### src/rtl/gshare_predictor_param.sv
// Parametrised gshare direction predictor with a tagged, direct-mapped BTB.
// Fetch-side prediction is combinational; training and history repair arrive
// from EX and take effect at the next clock edge.
module gshare_predictor_param #(
    parameter int unsigned PHT_IDX_W = 5,
    parameter int unsigned HIST_LEN  = 5,
    parameter int unsigned BTB_IDX_W = 5,
    parameter int unsigned CTR_W     = 2,
    parameter int unsigned TAG_W     = 30 - BTB_IDX_W
) (
    input  logic                 clk,
    input  logic                 reset,
    input  logic                 fetch_valid,
    input  logic [31:0]          fetch_pc,
    output logic [31:0]          pred_next_pc,
    output logic                 pred_taken,
    output logic [PHT_IDX_W-1:0] pred_pht_index,
    output logic [HIST_LEN-1:0]  pred_ghr,
    input  logic                 upd_valid,
    input  logic                 upd_is_branch,
    input  logic                 upd_is_jump,
    input  logic [31:0]          upd_pc,
    input  logic [31:0]          upd_target,
    input  logic                 upd_taken,
    input  logic                 upd_mispredict,
    input  logic [PHT_IDX_W-1:0] upd_pht_index,
    input  logic [HIST_LEN-1:0]  upd_ghr
);

    localparam int unsigned PHT_N = 1 << PHT_IDX_W;
    localparam int unsigned BTB_N = 1 << BTB_IDX_W;
    localparam logic [CTR_W-1:0] CTR_INIT = CTR_W'((1 << (CTR_W - 1)) - 1);
    localparam logic [CTR_W-1:0] CTR_MAX  = {CTR_W{1'b1}};

    logic [HIST_LEN-1:0] ghr;
    logic [CTR_W-1:0]    pht        [PHT_N];
    logic [BTB_N-1:0]    btb_valid;
    logic [BTB_N-1:0]    btb_is_jump;
    logic [TAG_W-1:0]    btb_tag    [BTB_N];
    logic [31:0]         btb_target [BTB_N];

    logic [BTB_IDX_W-1:0] f_btb_idx;
    logic [TAG_W-1:0]     f_tag;
    logic                 f_hit;
    logic [PHT_IDX_W-1:0] f_pht_idx;

    logic                 u_jump;
    logic                 u_branch;
    logic                 repair;
    logic                 btb_we;
    logic                 spec_shift;
    logic [BTB_IDX_W-1:0] u_btb_idx;
    logic [TAG_W-1:0]     u_tag;
    logic [HIST_LEN-1:0]  ghr_next;
    logic [CTR_W-1:0]     ctr_cur;
    logic [CTR_W-1:0]     ctr_next;

    // Byte-offset bits of the resolved PC carry no information for indexing.
    logic unused_upd_pc_lsb;
    assign unused_upd_pc_lsb = ^upd_pc[1:0];

    // Fetch-side lookup: gshare index, BTB tag match and next-PC select.
    always_comb begin
        f_pht_idx      = fetch_pc[PHT_IDX_W+1:2] ^ PHT_IDX_W'(ghr);
        f_btb_idx      = fetch_pc[BTB_IDX_W+1:2];
        f_tag          = TAG_W'(fetch_pc[31:BTB_IDX_W+2]);
        f_hit          = btb_valid[f_btb_idx] && (btb_tag[f_btb_idx] == f_tag);
        pred_taken     = f_hit && (btb_is_jump[f_btb_idx] || pht[f_pht_idx][CTR_W-1]);
        pred_next_pc   = pred_taken ? btb_target[f_btb_idx] : fetch_pc + 32'd4;
        pred_pht_index = f_pht_idx;
        pred_ghr       = ghr;
    end

    // Resolution decode; a jump flag wins over a branch flag.
    always_comb begin
        u_jump     = upd_valid && upd_is_jump;
        u_branch   = upd_valid && upd_is_branch && !upd_is_jump;
        repair     = upd_valid && upd_mispredict;
        btb_we     = u_jump || (u_branch && upd_taken);
        spec_shift = fetch_valid && f_hit && !btb_is_jump[f_btb_idx];
        u_btb_idx  = upd_pc[BTB_IDX_W+1:2];
        u_tag      = TAG_W'(upd_pc[31:BTB_IDX_W+2]);
    end

    // Next history: repair from the pipelined snapshot beats the speculative shift.
    always_comb begin
        ghr_next = ghr;
        if (repair) begin
            if (u_branch) begin
                ghr_next = HIST_LEN'({upd_ghr, upd_taken});
            end else begin
                ghr_next = upd_ghr;
            end
        end else if (spec_shift) begin
            ghr_next = HIST_LEN'({ghr, pred_taken});
        end
    end

    // Saturating counter step for the entry being trained.
    always_comb begin
        ctr_cur  = pht[upd_pht_index];
        ctr_next = ctr_cur;
        if (upd_taken) begin
            if (ctr_cur != CTR_MAX) ctr_next = ctr_cur + CTR_W'(1);
        end else begin
            if (ctr_cur != '0) ctr_next = ctr_cur - CTR_W'(1);
        end
    end

    // Predictor state: history, PHT counters and BTB entries.
    always_ff @(posedge clk) begin
        if (reset) begin
            ghr         <= '0;
            btb_valid   <= '0;
            btb_is_jump <= '0;
            for (int i = 0; i < PHT_N; i++) begin
                pht[i] <= CTR_INIT;
            end
        end else begin
            ghr <= ghr_next;
            if (u_branch) begin
                pht[upd_pht_index] <= ctr_next;
            end
            if (btb_we) begin
                btb_valid[u_btb_idx]   <= 1'b1;
                btb_is_jump[u_btb_idx] <= u_jump;
                btb_tag[u_btb_idx]     <= u_tag;
                btb_target[u_btb_idx]  <= upd_target;
            end
        end
    end

endmodule

### config.mk
export PLATFORM = sky130hd
export DESIGN_NAME = gshare_predictor_param
export DESIGN_NICKNAME = d
export VERILOG_FILES = /design/src/rtl/gshare_predictor_param.sv
export SDC_FILE = /design/constraint.sdc
export NUM_CORES = 2
export LEC_CHECK = 0
export BUFFER_PORTS_ARGS = -buffer_cell sky130_fd_sc_hd__buf_4
export CAP_MARGIN = 30
export CORE_MARGIN = 10
export CORE_UTILIZATION = 45
export DETAILED_ROUTE_END_ITERATION = 10
export PLACE_DENSITY_LB_ADDON = 0.15
export SLEW_MARGIN = 5
export SYNTH_ARGS = -nofsm -noshare
export SYNTH_HDL_FRONTEND = slang
export SYNTH_SLANG_ARGS = --single-unit
### constraint.sdc
create_clock -name clk -period 16.9 [get_ports clk]
set_input_delay 0.845 -clock clk [delete_from_list [all_inputs] [get_ports clk]]
set_output_delay 0.845 -clock clk [all_outputs]
set_load 0.01 [all_outputs]
==> out/qor.txt <==
Max_cap viols = 0
Fill count = 13380
Clock skew after layout = 22.5 ps
WP data arrival = 7900 ps
Met1 Use GR = 29.6%
Total gr overflow = 0
WHS Path Cells = 3
Internal power = 7.88 mW
Vias in the first global route = 38769
Hold path endpoint = pred_ghr[0]
Sequential share of power = 53.3%
Worst-Skew Late Latency = 830 ps
Initial drt markers = 4297
Fin. Hold Viols = 0
Placed cells = 5959
Netlist cell types = 62
Longest Clk Path Bufs = 3
Max Fclk = 114 MHz
# setup viols final = 0
Post-synth EDFFs = 1888
Fin. max-slew vios = 0
Die Ht = 434 µm
CTS sink cnt = 1957
Core area = 170000 µm²
CTS tree = done
Crit path cell chain = buf_8 -> buf_4 -> buf_4 -> buf_4 -> mux4_2 -> a22o_1 -> a211oi_1 -> nor3_1 -> nor4b_1 -> nand4_1 -> nor4_1 -> buf_4 -> and2_4 -> mux2i_1 -> a211oi_2 -> buf_4
Grt met2 use = 37.0%
Largest net degree at the start of global routing = 92
Global Route Usage Sum = 22.0%
CP endpoint kind = output pin
RR Startpoint = btb_tag[16][24]
R2r setup slk = 12530 ps
Synthesized cell area = 77100 µm²
Tcrit/Tclk final = 51.8%
Power density over the cells = 115 nW/µm²
RSZ-0062 raised after global routing = no
VDD IR max = 0.104 mV
Max_slew headroom = 30.9%
CP max-delay cell = buf_4
Worst hold path type = in -> reg
Combinational share of power = 5.3%
Area of the multi-input gates = 18100 µm²
Synth Area in XOR/XNOR = 0.430%
Fraction of layout cells with a size suffix above 1 = 27.7%
Post-CTS setup buffer count = 0
CTS H-Tree Depth = 4
Worst Path Buf+Inv = 6
Largest family of logic cells by synthesized area = multiplexers
Cell Count, Final, Fillers Out = 6331
Ys flop type = edfxtp_1
Detailed-route via count = 38311
Pleak = 27.6 nW
Root Driver = clkbuf_16
Simple-gate share of the synthesized area = 3.04%
P_sw = 2.14 mW
First-pass GRT wire length = 293000 µm
Post-Route WL = 207000 µm
Final min period = 8750 ps
Row count = 151
Post_cts resized = 0
GRT busiest layer = met2
Worst EP required = 16060 ps
Number of buffers created by CTS = 201
Adder-cell share of the synthesized area = 0.0422%
CTS Hold Bufs = 0
Register Area = 58100 µm²
PnR Total Power = 10.0 mW
PnR worst setup slack = 8150 ps
Actual slew at the worst max-slew pin = 1040 ps
Residual DRC count = 0
Synthesis Warnings = 0
CP Max Fanout = 65
#FFs+latches synth = 1957
Status = completed
Fraction of synthesized area in multiplexers = 17.0%
Mapped Avg Cell Area = 20.9 µm²
Initial antenna violation count = 14
Most frequent CP cell = buf_4
Dpl ws = 7900 ps
Top Family by Delay on Critical Path = buffers and inverters
R2R depth = 11
Initial Util = 45.4%
Vias/cell = 6.05
HP Start = upd_taken
Area contributors post-synth = edfxtp_1 (74%), mux4_2 (15%), mux2i_1 (2.1%)
Synth top area share = 73.5%
RePlAce Congestion = 0.761
Clock Power Share = 41.3%
Port bufs = 154
Wire per inst = 32.7 µm
Placed cell areas = 81300 µm²
Die extent in x = 434 µm
R2R Path End = pred_ghr[0]
Max stage delay on crit path = 730 ps
Setup tns final = 0 ps
Synthesized instance count = 3686
Ys async rst share = 0%
Critical path launch point type = input port
Clock-pin slew of the registers on the worst-case setup and hold paths = 60 ps
Io pins = 157
Router iterations before antenna repair = 5
Crit path kind = in -> out
Area leader, netlist = edfxtp_1
Sw frac = 21.4%
Layout area overhead = 13.3%
Compound-Gate Fraction of Synth Area = 2.71%
Total Die Area = 188000 µm²
Post-route ant nets = 0
Design area = 87400 µm²
Nets = 4060
Sequential area share after synthesis = 75.3%
Syn nets = 3801
Hpwl dp = 111000 µm
GR Layer Usage met3 = 3.40%
metal layers:
| metal | wire, µm | vias up |
|---|---|---|
| met5 | 34 | - |
| met4 | 6270 | 6 |
| met3 | 12800 | 303 |
| met2 | 104000 | 1312 |
| met1 | 84300 | 20753 |
| li1 | - | 15937 |
layout make-up:
| type | instances | share of cell area [%] |
|---|---|---|
| well taps | 2218 | 3.18 |
| diodes | 7 | 0.0200 |
| repair buffers | 285 | 2.66 |
| multi-input cells | 1489 | 20.7 |
| inverters | 11 | 0.0501 |
| flip-flops and latches | 1957 | 66.5 |
| clock buffers | 260 | 6.10 |
| clock inverters | 104 | 0.823 |
Yosys cell counts (9+ instances only):
cell type	instances
a2111oi_2	15
a211o_1	12
a211oi_1	15
a21oi_1	67
a22o_1	35
a22oi_1	19
and3_1	12
buf_2	63
buf_4	14
buf_6	16
clkbuf_1	126
dfxtp_1	69
edfxtp_1	1888
inv_1	11
mux2i_1	159
mux4_2	506
nand2_1	92
nand2b_1	22
nand3_1	45
nand3b_1	9
nand4_1	13
nor2_1	171
nor2b_1	9
nor3_1	60
o21ai_0	44
o221ai_1	23
o22ai_1	23
or2_2	17
xnor2_1	27
xor2_1	9
cell families after synthesis:
family / count (synthesis)
compound gates: 288
simple gates: 488
flops: 1957
mux: 673
xor+xnor: 37
fa+ha+maj: 3
buf+inv: 240
worst reg2reg max path: stages (launching register included):
cell	delay (ps)
edfxtp_1	360
mux4_2	480
a22o_1	290
a2111oi_2	370
nor3_1	80
nor4b_1	700
nand4_1	420
nor4_1	620
buf_4	260
nand3_1	270
mux2i_1	200
a221oi_1	230
registers in the layout (all words and copies together), names as in the netlist:
name / count
btb_is_jump: 32
pred_ghr: 5
btb_tag: 800
btb_target: 1024
btb_valid: 32
pht: 64
power groups by stage:
stage / registers (mW) / clock network, mW / logic [mW]
CTS: 5.35 / 4.22 / 0.545
global route: 5.35 / 4.41 / 0.573
detailed placement: 5.45 / 0 / 0.544
global placement: 5.45 / 0 / 0.536
finish: 5.35 / 4.14 / 0.536
floorplan: 5.45 / 0 / 0.312
through the flow:
stage                     util [%]  hold WS (ps)
after detailed placement      47.9           441
after floorplan                  -           422
after CTS                     51.4           300
after global routing          51.4           360
after global placement        47.7           433
final                         51.4           374
how the worst max path moves through the flow:
| stage | startpoint | end | slack, ps | cells after the start |
|---|---|---|---|---|
| final | fetch_pc[2] | pred_next_pc[7] | 8150 | 16 |
| after global routing | fetch_pc[2] | pred_next_pc[7] | 7570 | 16 |
| after CTS | fetch_pc[2] | pred_next_pc[7] | 7850 | 16 |
| after detailed placement | fetch_pc[2] | pred_next_pc[7] | 7900 | 16 |
| after global placement | fetch_pc[2] | pred_next_pc[7] | 7730 | 16 |
| after floorplan | upd_is_branch | btb_tag[0][0] | 10520 | 6 |
layout by cell type (no fill, tap or decap), types with 6 or more instances in the layout:
master / n
edfxtp_1: 1888
mux4_2: 506
buf_4: 267
clkbuf_16: 204
nor2_1: 165
mux2i_1: 158
nand2_1: 92
dfxtp_1: 69
a21oi_1: 67
clkbuf_1: 55
clkinv_1: 54
o21ai_0: 44
nand3_1: 44
a22o_1: 35
nor3_1: 32
clkinv_2: 29
nor3_2: 28
xnor2_1: 27
o22ai_1: 23
o221ai_1: 23
nand2b_1: 22
a22oi_1: 19
or2_2: 17
a211oi_1: 15
a2111oi_2: 15
nand4_1: 13
a211o_1: 12
and3_1: 12
inv_1: 10
xor2_1: 9
nand3b_1: 9
mux2_2: 8
inv_6: 8
bufinv_16: 8
diode_2: 7
nor2b_1: 7
a221oi_1: 7
o22a_1: 7
nor2_4: 6
buf_16: 6
(Power assumes the default switching activity.)
